===== src/rtl/execute_csr_rmw.sv =====
// CSR read-modify-write execute unit: CSRRW/S/C and immediate forms.
// Reads the CSR bus, writes back over a ready/valid channel, reports to writeback.
module execute_csr_rmw #(
  parameter int XLEN           = 32,
  parameter int TIMEOUT_CYCLES = 16,
  parameter bit CHECK_PRIV     = 1'b1
) (
  input  logic            clk,
  input  logic            reset,
  input  logic            flush,
  input  logic [6:0]      decode_opcode,
  input  logic [2:0]      decode_funct3,
  input  logic [4:0]      decode_rd,
  input  logic [4:0]      decode_rs1,
  input  logic [11:0]     decode_imm,
  input  logic [XLEN-1:0] read_rs1_val,
  input  logic            read_valid,
  input  logic [1:0]      cur_priv,
  output logic [11:0]     csrbus_araddr,
  output logic            csrbus_arvalid,
  input  logic [XLEN-1:0] csrbus_rdata,
  input  logic [1:0]      csrbus_rresp,
  input  logic            csrbus_rvalid,
  output logic [11:0]     csr_write_addr,
  output logic [XLEN-1:0] csr_write_val,
  output logic            csr_write_valid,
  input  logic            csr_write_ready,
  output logic            processing,
  output logic            valid,
  output logic [XLEN-1:0] rd_val_out,
  output logic [5:0]      exception_num_out,
  output logic            exception_valid_out
);

  typedef enum logic [1:0] {
    IDLE, READ, WRITE, RESP
  } state_t;

  localparam int CW =
    (TIMEOUT_CYCLES > 1) ? $clog2(TIMEOUT_CYCLES) : 1;

  state_t          state_q, state_d;
  logic [CW-1:0]   cnt_q, cnt_d;
  logic [11:0]     addr_q;
  logic [XLEN-1:0] op_q;
  logic [XLEN-1:0] rdata_q;
  logic [XLEN-1:0] last_q;
  logic [1:0]      wsel_q;
  logic            do_read_q;
  logic            do_write_q;
  logic            exc_q;

  logic            known;
  logic            accept;
  logic            acc_rd;
  logic            acc_wr;
  logic            priv_fail;
  logic            tmo_hit;
  logic [XLEN-1:0] acc_op;
  logic [XLEN-1:0] wval;
  logic [XLEN-1:0] resp_val;

  always_comb begin
    known  = (decode_opcode == 7'b1110011)
           && (decode_funct3[1:0] != 2'b00);
    accept = (state_q == IDLE) && read_valid
           && known && !flush;
    // funct3[1] set means S/C forms, which always read
    acc_rd = (decode_rd != 5'd0) || decode_funct3[1];
    acc_wr = !decode_funct3[1] || (decode_rs1 != 5'd0);
    priv_fail = CHECK_PRIV
      && ((acc_wr && (decode_imm[11:10] == 2'b11))
          || (decode_imm[9:8] > cur_priv));
    acc_op = decode_funct3[2]
           ? {{(XLEN-5){1'b0}}, decode_rs1}
           : read_rs1_val;
    tmo_hit = (TIMEOUT_CYCLES != 0)
           && (cnt_q == CW'(TIMEOUT_CYCLES - 1));
  end

  always_comb begin
    state_d = state_q;
    cnt_d   = '0;
    unique case (state_q)
      IDLE: begin
        if (accept) begin
          if (priv_fail)   state_d = RESP;
          else if (acc_rd) state_d = READ;
          else             state_d = WRITE;
        end
      end
      READ: begin
        if (csrbus_rvalid) begin
          if (csrbus_rresp != 2'b00 || !do_write_q)
            state_d = RESP;
          else
            state_d = WRITE;
        end else if (tmo_hit) begin
          state_d = RESP;
        end else begin
          cnt_d = cnt_q + 1'b1;
        end
      end
      WRITE: if (csr_write_ready) state_d = RESP;
      RESP:  state_d = IDLE;
      default: state_d = IDLE;
    endcase
    if (flush) begin
      state_d = IDLE;
      cnt_d   = '0;
    end
  end

  always_ff @(posedge clk) begin
    if (reset) begin
      state_q    <= IDLE;
      cnt_q      <= '0;
      addr_q     <= '0;
      op_q       <= '0;
      rdata_q    <= '0;
      last_q     <= '0;
      wsel_q     <= '0;
      do_read_q  <= 1'b0;
      do_write_q <= 1'b0;
      exc_q      <= 1'b0;
    end else begin
      state_q <= state_d;
      cnt_q   <= cnt_d;
      if (accept) begin
        addr_q     <= decode_imm;
        op_q       <= acc_op;
        rdata_q    <= '0;
        wsel_q     <= decode_funct3[1:0];
        do_read_q  <= acc_rd;
        do_write_q <= acc_wr;
        exc_q      <= priv_fail;
      end
      if (state_q == READ) begin
        if (csrbus_rvalid) begin
          if (csrbus_rresp == 2'b00) rdata_q <= csrbus_rdata;
          else                       exc_q   <= 1'b1;
        end else if (tmo_hit) begin
          exc_q <= 1'b1;
        end
      end
      if (state_q == RESP && !flush) last_q <= resp_val;
    end
  end

  always_comb begin
    unique case (wsel_q)
      2'b10:   wval = rdata_q | op_q;
      2'b11:   wval = rdata_q & ~op_q;
      default: wval = op_q;
    endcase
    resp_val = do_read_q ? rdata_q : '0;
  end

  always_comb begin
    processing = !flush && (accept || state_q != IDLE);
    csrbus_arvalid  = (state_q == READ) && !flush;
    csrbus_araddr   = csrbus_arvalid ? addr_q : '0;
    csr_write_valid = (state_q == WRITE) && !flush;
    csr_write_addr  = csr_write_valid ? addr_q : '0;
    csr_write_val   = csr_write_valid ? wval : '0;
    valid = (state_q == RESP) && !flush;
    exception_valid_out = valid && exc_q;
    exception_num_out = exception_valid_out ? 6'd2 : 6'd0;
    rd_val_out = (state_q == RESP) ? resp_val : last_q;
  end

endmodule


===== config.mk =====
export PLATFORM = sky130hd
export DESIGN_NAME = execute_csr_rmw
export DESIGN_NICKNAME = d
export VERILOG_FILES = /design/src/rtl/execute_csr_rmw.sv
export SDC_FILE = /design/constraint.sdc
export NUM_CORES = 1
export LEC_CHECK = 0
export CAP_MARGIN = 25
export CORE_ASPECT_RATIO = 1.5
export CORE_MARGIN = 4
export CORE_UTILIZATION = 44
export CTS_CLUSTER_DIAMETER = 40
export DETAILED_ROUTE_END_ITERATION = 8
export PLACE_DENSITY = 0.77
export SKIP_CTS_REPAIR_TIMING = 1
export SLEW_MARGIN = 25
export SYNTH_ARGS = -nofsm -noshare
export SYNTH_HDL_FRONTEND = slang
export SYNTH_SLANG_ARGS = --single-unit
export TNS_END_PERCENT = 50

===== constraint.sdc =====
create_clock -name clk -period 6.2 [get_ports clk]
set_input_delay 1.24 -clock clk [delete_from_list [all_inputs] [get_ports clk]]
set_output_delay 1.24 -clock clk [all_outputs]
set_load 0.01 [all_outputs]

==> flow_summary.rst <==
.. list-table::
   :header-rows: 1

   * - Metric
     - Value
   * - Slowest Stage Delay on Critical Path
     - 0.56 ns
   * - Cells along the critical path
     - clkdlybuf4s50_1 -> nand4b_4 -> or3_2 -> buf_4 -> a21oi_1 -> clkdlybuf4s50_1
   * - Number of antenna-violating nets in the routed design
     - 0
   * - Most repeated library cell on the critical path
     - sky130_fd_sc_hd__clkdlybuf4s50_1
   * - Insertion delay of the later-clocked pin in the worst-skew pair
     - 0.41 ns
   * - Post-synth EDFFs
     - 0
   * - Worst min-delay path category
     - flip-flop to flip-flop
   * - Wire length of the first global-routing pass
     - 29950 microns
   * - Buffers and inverters on the worst path
     - 3
   * - Family with the most delay on the worst path
     - buffers and inverters
   * - Vias per cell
     - 5.361
   * - # port buffers
     - ~200
   * - Starting density of the core
     - approximately 45%
   * - Smallest hold slack
     - 0.4487 ns
   * - FF-to-FF Start
     - state_q[0]$_SDFFE_PP0P_
   * - Post-Syn Area
     - ~0.0059 sq mm
   * - FFs w/ async S/R, synth
     - 0%
   * - Post-synthesis to final-layout area growth
     - 44.00%
   * - Vertical extent of the die
     - approximately 150 microns
   * - Register area share after synthesis
     - just over 40%
   * - Maximum number of pins on one net before global-route repair
     - approximately 80
   * - Main area contributors after synthesis
     - sky130_fd_sc_hd__dfxtp_1, sky130_fd_sc_hd__a21oi_1, sky130_fd_sc_hd__nand2_1
   * - Post-placement worst setup slack
     - about 1.3 ns
   * - Sum of net half-perimeters after detailed placement
     - approximately 13000 microns
   * - Non-filler instance count after layout
     - 1176
   * - Fraction of final layout cells sized beyond drive strength 1
     - 5.020%
   * - First-pass DRT Iterations
     - 5
   * - Number of antenna violations at the first check in global routing
     - 1
   * - Hold path startpoint
     - cnt_q[0]$_SDFF_PP0_
   * - Avg Cell Area, Syn
     - 6.989 sq um
   * - Last weighted congestion value of the routability-driven placer
     - 0.8093
   * - Cell total after placement
     - 1143
   * - Static leakage
     - 2.827 nW
   * - Num rows
     - 51
   * - Element type at the critical path end
     - primary output
   * - Post-Synthesis Cells
     - 845
   * - H-tree level count
     - 4
   * - Die Span X
     - 102.6 microns
   * - Final worst-path setup slack
     - 1.288 ns
   * - Area of the core
     - 0.01308 sq mm
   * - Fin Clk Skew
     - roughly 0.0097 ns
   * - Commonest non-fill, non-tap cells in the layout
     - sky130_fd_sc_hd__clkdlybuf4s50_1, sky130_fd_sc_hd__nand2_1, sky130_fd_sc_hd__a21oi_1
   * - Slowest cell on the critical path
     - sky130_fd_sc_hd__clkdlybuf4s50_1
   * - Transition time at the pin with the least slew margin
     - slightly below 0.9 ns
   * - Number of max-cap violations
     - 0
   * - Most common library cell in the layout ignoring fill and taps
     - sky130_fd_sc_hd__clkdlybuf4s50_1
   * - Vias in the first global route
     - between 6000 and 7000
   * - Number of library cell types mapped by synthesis
     - 38
   * - Clock period minus final worst setup slack
     - 4.912 ns
   * - Post-route fraction of the period consumed by the critical path
     - 79.23%
   * - Total count of max-transition violations in the final report
     - 0
   * - Number of hold violations in the final report
     - 0
   * - Sort of element at the start of the critical path
     - input pin
   * - Worst slew margin
     - 41.50%
   * - VDD IR-drop max
     - 0.1897 mV
   * - Max Freq
     - between 200 and 250 MHz
   * - Routed vias
     - 6305
   * - Buffer cell driving the clock tree root
     - sky130_fd_sc_hd__clkbuf_16
   * - Area of the die
     - about 0.015 sq mm
   * - Final setup fails
     - 0
   * - Maximum fanout count along the critical path
     - 77
   * - Final total negative setup slack
     - 0 ns
   * - Signal arrival time at the worst endpoint
     - 3.67 ns
   * - Post-synth top flop
     - sky130_fd_sc_hd__dfxtp_1
   * - Number of nets in the final layout
     - 1117
   * - Clk slew on worst S/H paths
     - 0.06 ns
   * - CP startpoint
     - flush
   * - Clock net sink count
     - 119
   * - Area leader, netlist
     - sky130_fd_sc_hd__dfxtp_1
   * - CP required
     - approximately 5.0 ns
   * - I/O pin count
     - 205
   * - All-layer global routing usage
     - 24.80%
   * - Largest buffer count on any clock path
     - 2
   * - Critical Setup Path Class
     - input pin to primary output
   * - Setup repair after global routing missed its margin
     - no
   * - Routed wirelength normalized by instance count
     - 16.15 microns
   * - Areal power density over the cells
     - 215.6 mW/mm^2
   * - DR DRC count
     - 0
   * - Run status
     - finished clean
   * - Grt ovf
     - 0
   * - DRC marker count from the first detailed-route iteration
     - between 300 and 400
   * - Total chip power
     - 1.833 mW
   * - Count of yosys warnings during synthesis
     - 0
   * - Post-synth top area share
     - 40.34%
   * - CTS buffer count
     - 17
   * - Routed WL
     - 19000 microns
   * - Clock tree from TritonCTS
     - done
   * - Count of state elements after synthesis
     - about 120
-- path summary, 6_finish.rpt --
path	to	cells past startpoint	slack (ns)
hold reg to reg	cnt_q[0]$_SDFF_PP0_	1	0.45
setup / recovery	processing	6	1.29
setup reg to reg	state_q[1]$_SDFFE_PP0P_	7	3.67
hold / removal	cnt_q[0]$_SDFF_PP0_	1	0.45
-- metal layers --
| metal | share of wire (%) | GRT usage, % | routed length, microns | vias up |
|---|---|---|---|---|
| li1 | - | - | - | 3133 |
| met1 | 40 | 29.85 | 7592 | 2903 |
| met2 | 52 | 42.46 | 9788 | 244 |
| met3 | 6.3 | 5.644 | 1194 | 25 |
| met4 | 2.2 | 9.127 | 422 | 0 |
| met5 | 0 | 0 | 0 | - |
-- sequential cells by signal, summed over array words and instances (netlist names) --
register / flops
last_q: 32
op_q: 32
rdata_q: 32
addr_q: 12
cnt_q: 4
state_q: 2
wsel_q: 2
do_read_q: 1
do_write_q: 1
exc_q: 1
-- synthesized netlist by cell type, types with 2 or more instances --
library cell,n
sky130_fd_sc_hd__a41o_1,2
sky130_fd_sc_hd__inv_1,38
sky130_fd_sc_hd__ha_1,8
sky130_fd_sc_hd__a211oi_1,6
sky130_fd_sc_hd__nor2b_1,3
sky130_fd_sc_hd__buf_2,4
sky130_fd_sc_hd__clkbuf_1,56
sky130_fd_sc_hd__dfxtp_1,119
sky130_fd_sc_hd__nand3b_1,27
sky130_fd_sc_hd__o21ai_0,34
sky130_fd_sc_hd__a21oi_1,138
sky130_fd_sc_hd__nor3b_1,2
sky130_fd_sc_hd__nand2b_1,2
sky130_fd_sc_hd__and2_1,27
sky130_fd_sc_hd__buf_4,6
sky130_fd_sc_hd__nand3_1,98
sky130_fd_sc_hd__a21o_1,2
sky130_fd_sc_hd__mux2i_1,7
sky130_fd_sc_hd__buf_1,11
sky130_fd_sc_hd__a31oi_1,2
sky130_fd_sc_hd__nor2_1,78
sky130_fd_sc_hd__nand2_1,159
-- layout make-up --
type	count	area, sq um
Timing Repair Buffer	212	2107
Antenna cell	1	2.502
Fill cell	1137	4577
Tap cell	159	198.9
Multi-Input combinational cell	614	3085
Clock inverter	14	151.4
Clock buffer	18	429.2
Inverter	39	146.4
Sequential cell	119	2384
-- report_power, final --
group | switching [mW] | internal [mW]
combinational | 0.0377 | 0.0677
clock | 0.369 | 0.593
sequential | 0.000358 | 0.765
-- kinds of logic (layout without fill, tap and decap cells) --
| group | Yosys count | in the layout | share of synthesized area (%) |
|---|---|---|---|
| compound gates | 188 | 188 | 16.78 |
| xor+xnor | 2 | 2 | 0.2967 |
| fa+ha+maj | 8 | 8 | 1.695 |
| buf+inv | 116 | 283 | 7.839 |
| flops | 119 | 119 | 40.34 |
| mux | 7 | 7 | 1.186 |
| other cells | 1 | 6 | 0.06350 |
| simple gates | 404 | 404 | 31.80 |
-- through the flow --
step	utilization (%)	cell area, sq um
floorplan	-	5921
global placement	60.34	7894
detailed placement	60.55	7921
CTS	64.99	8502
global route	65.01	8504
finish	65.01	8504
(Power assumes the default switching activity.)
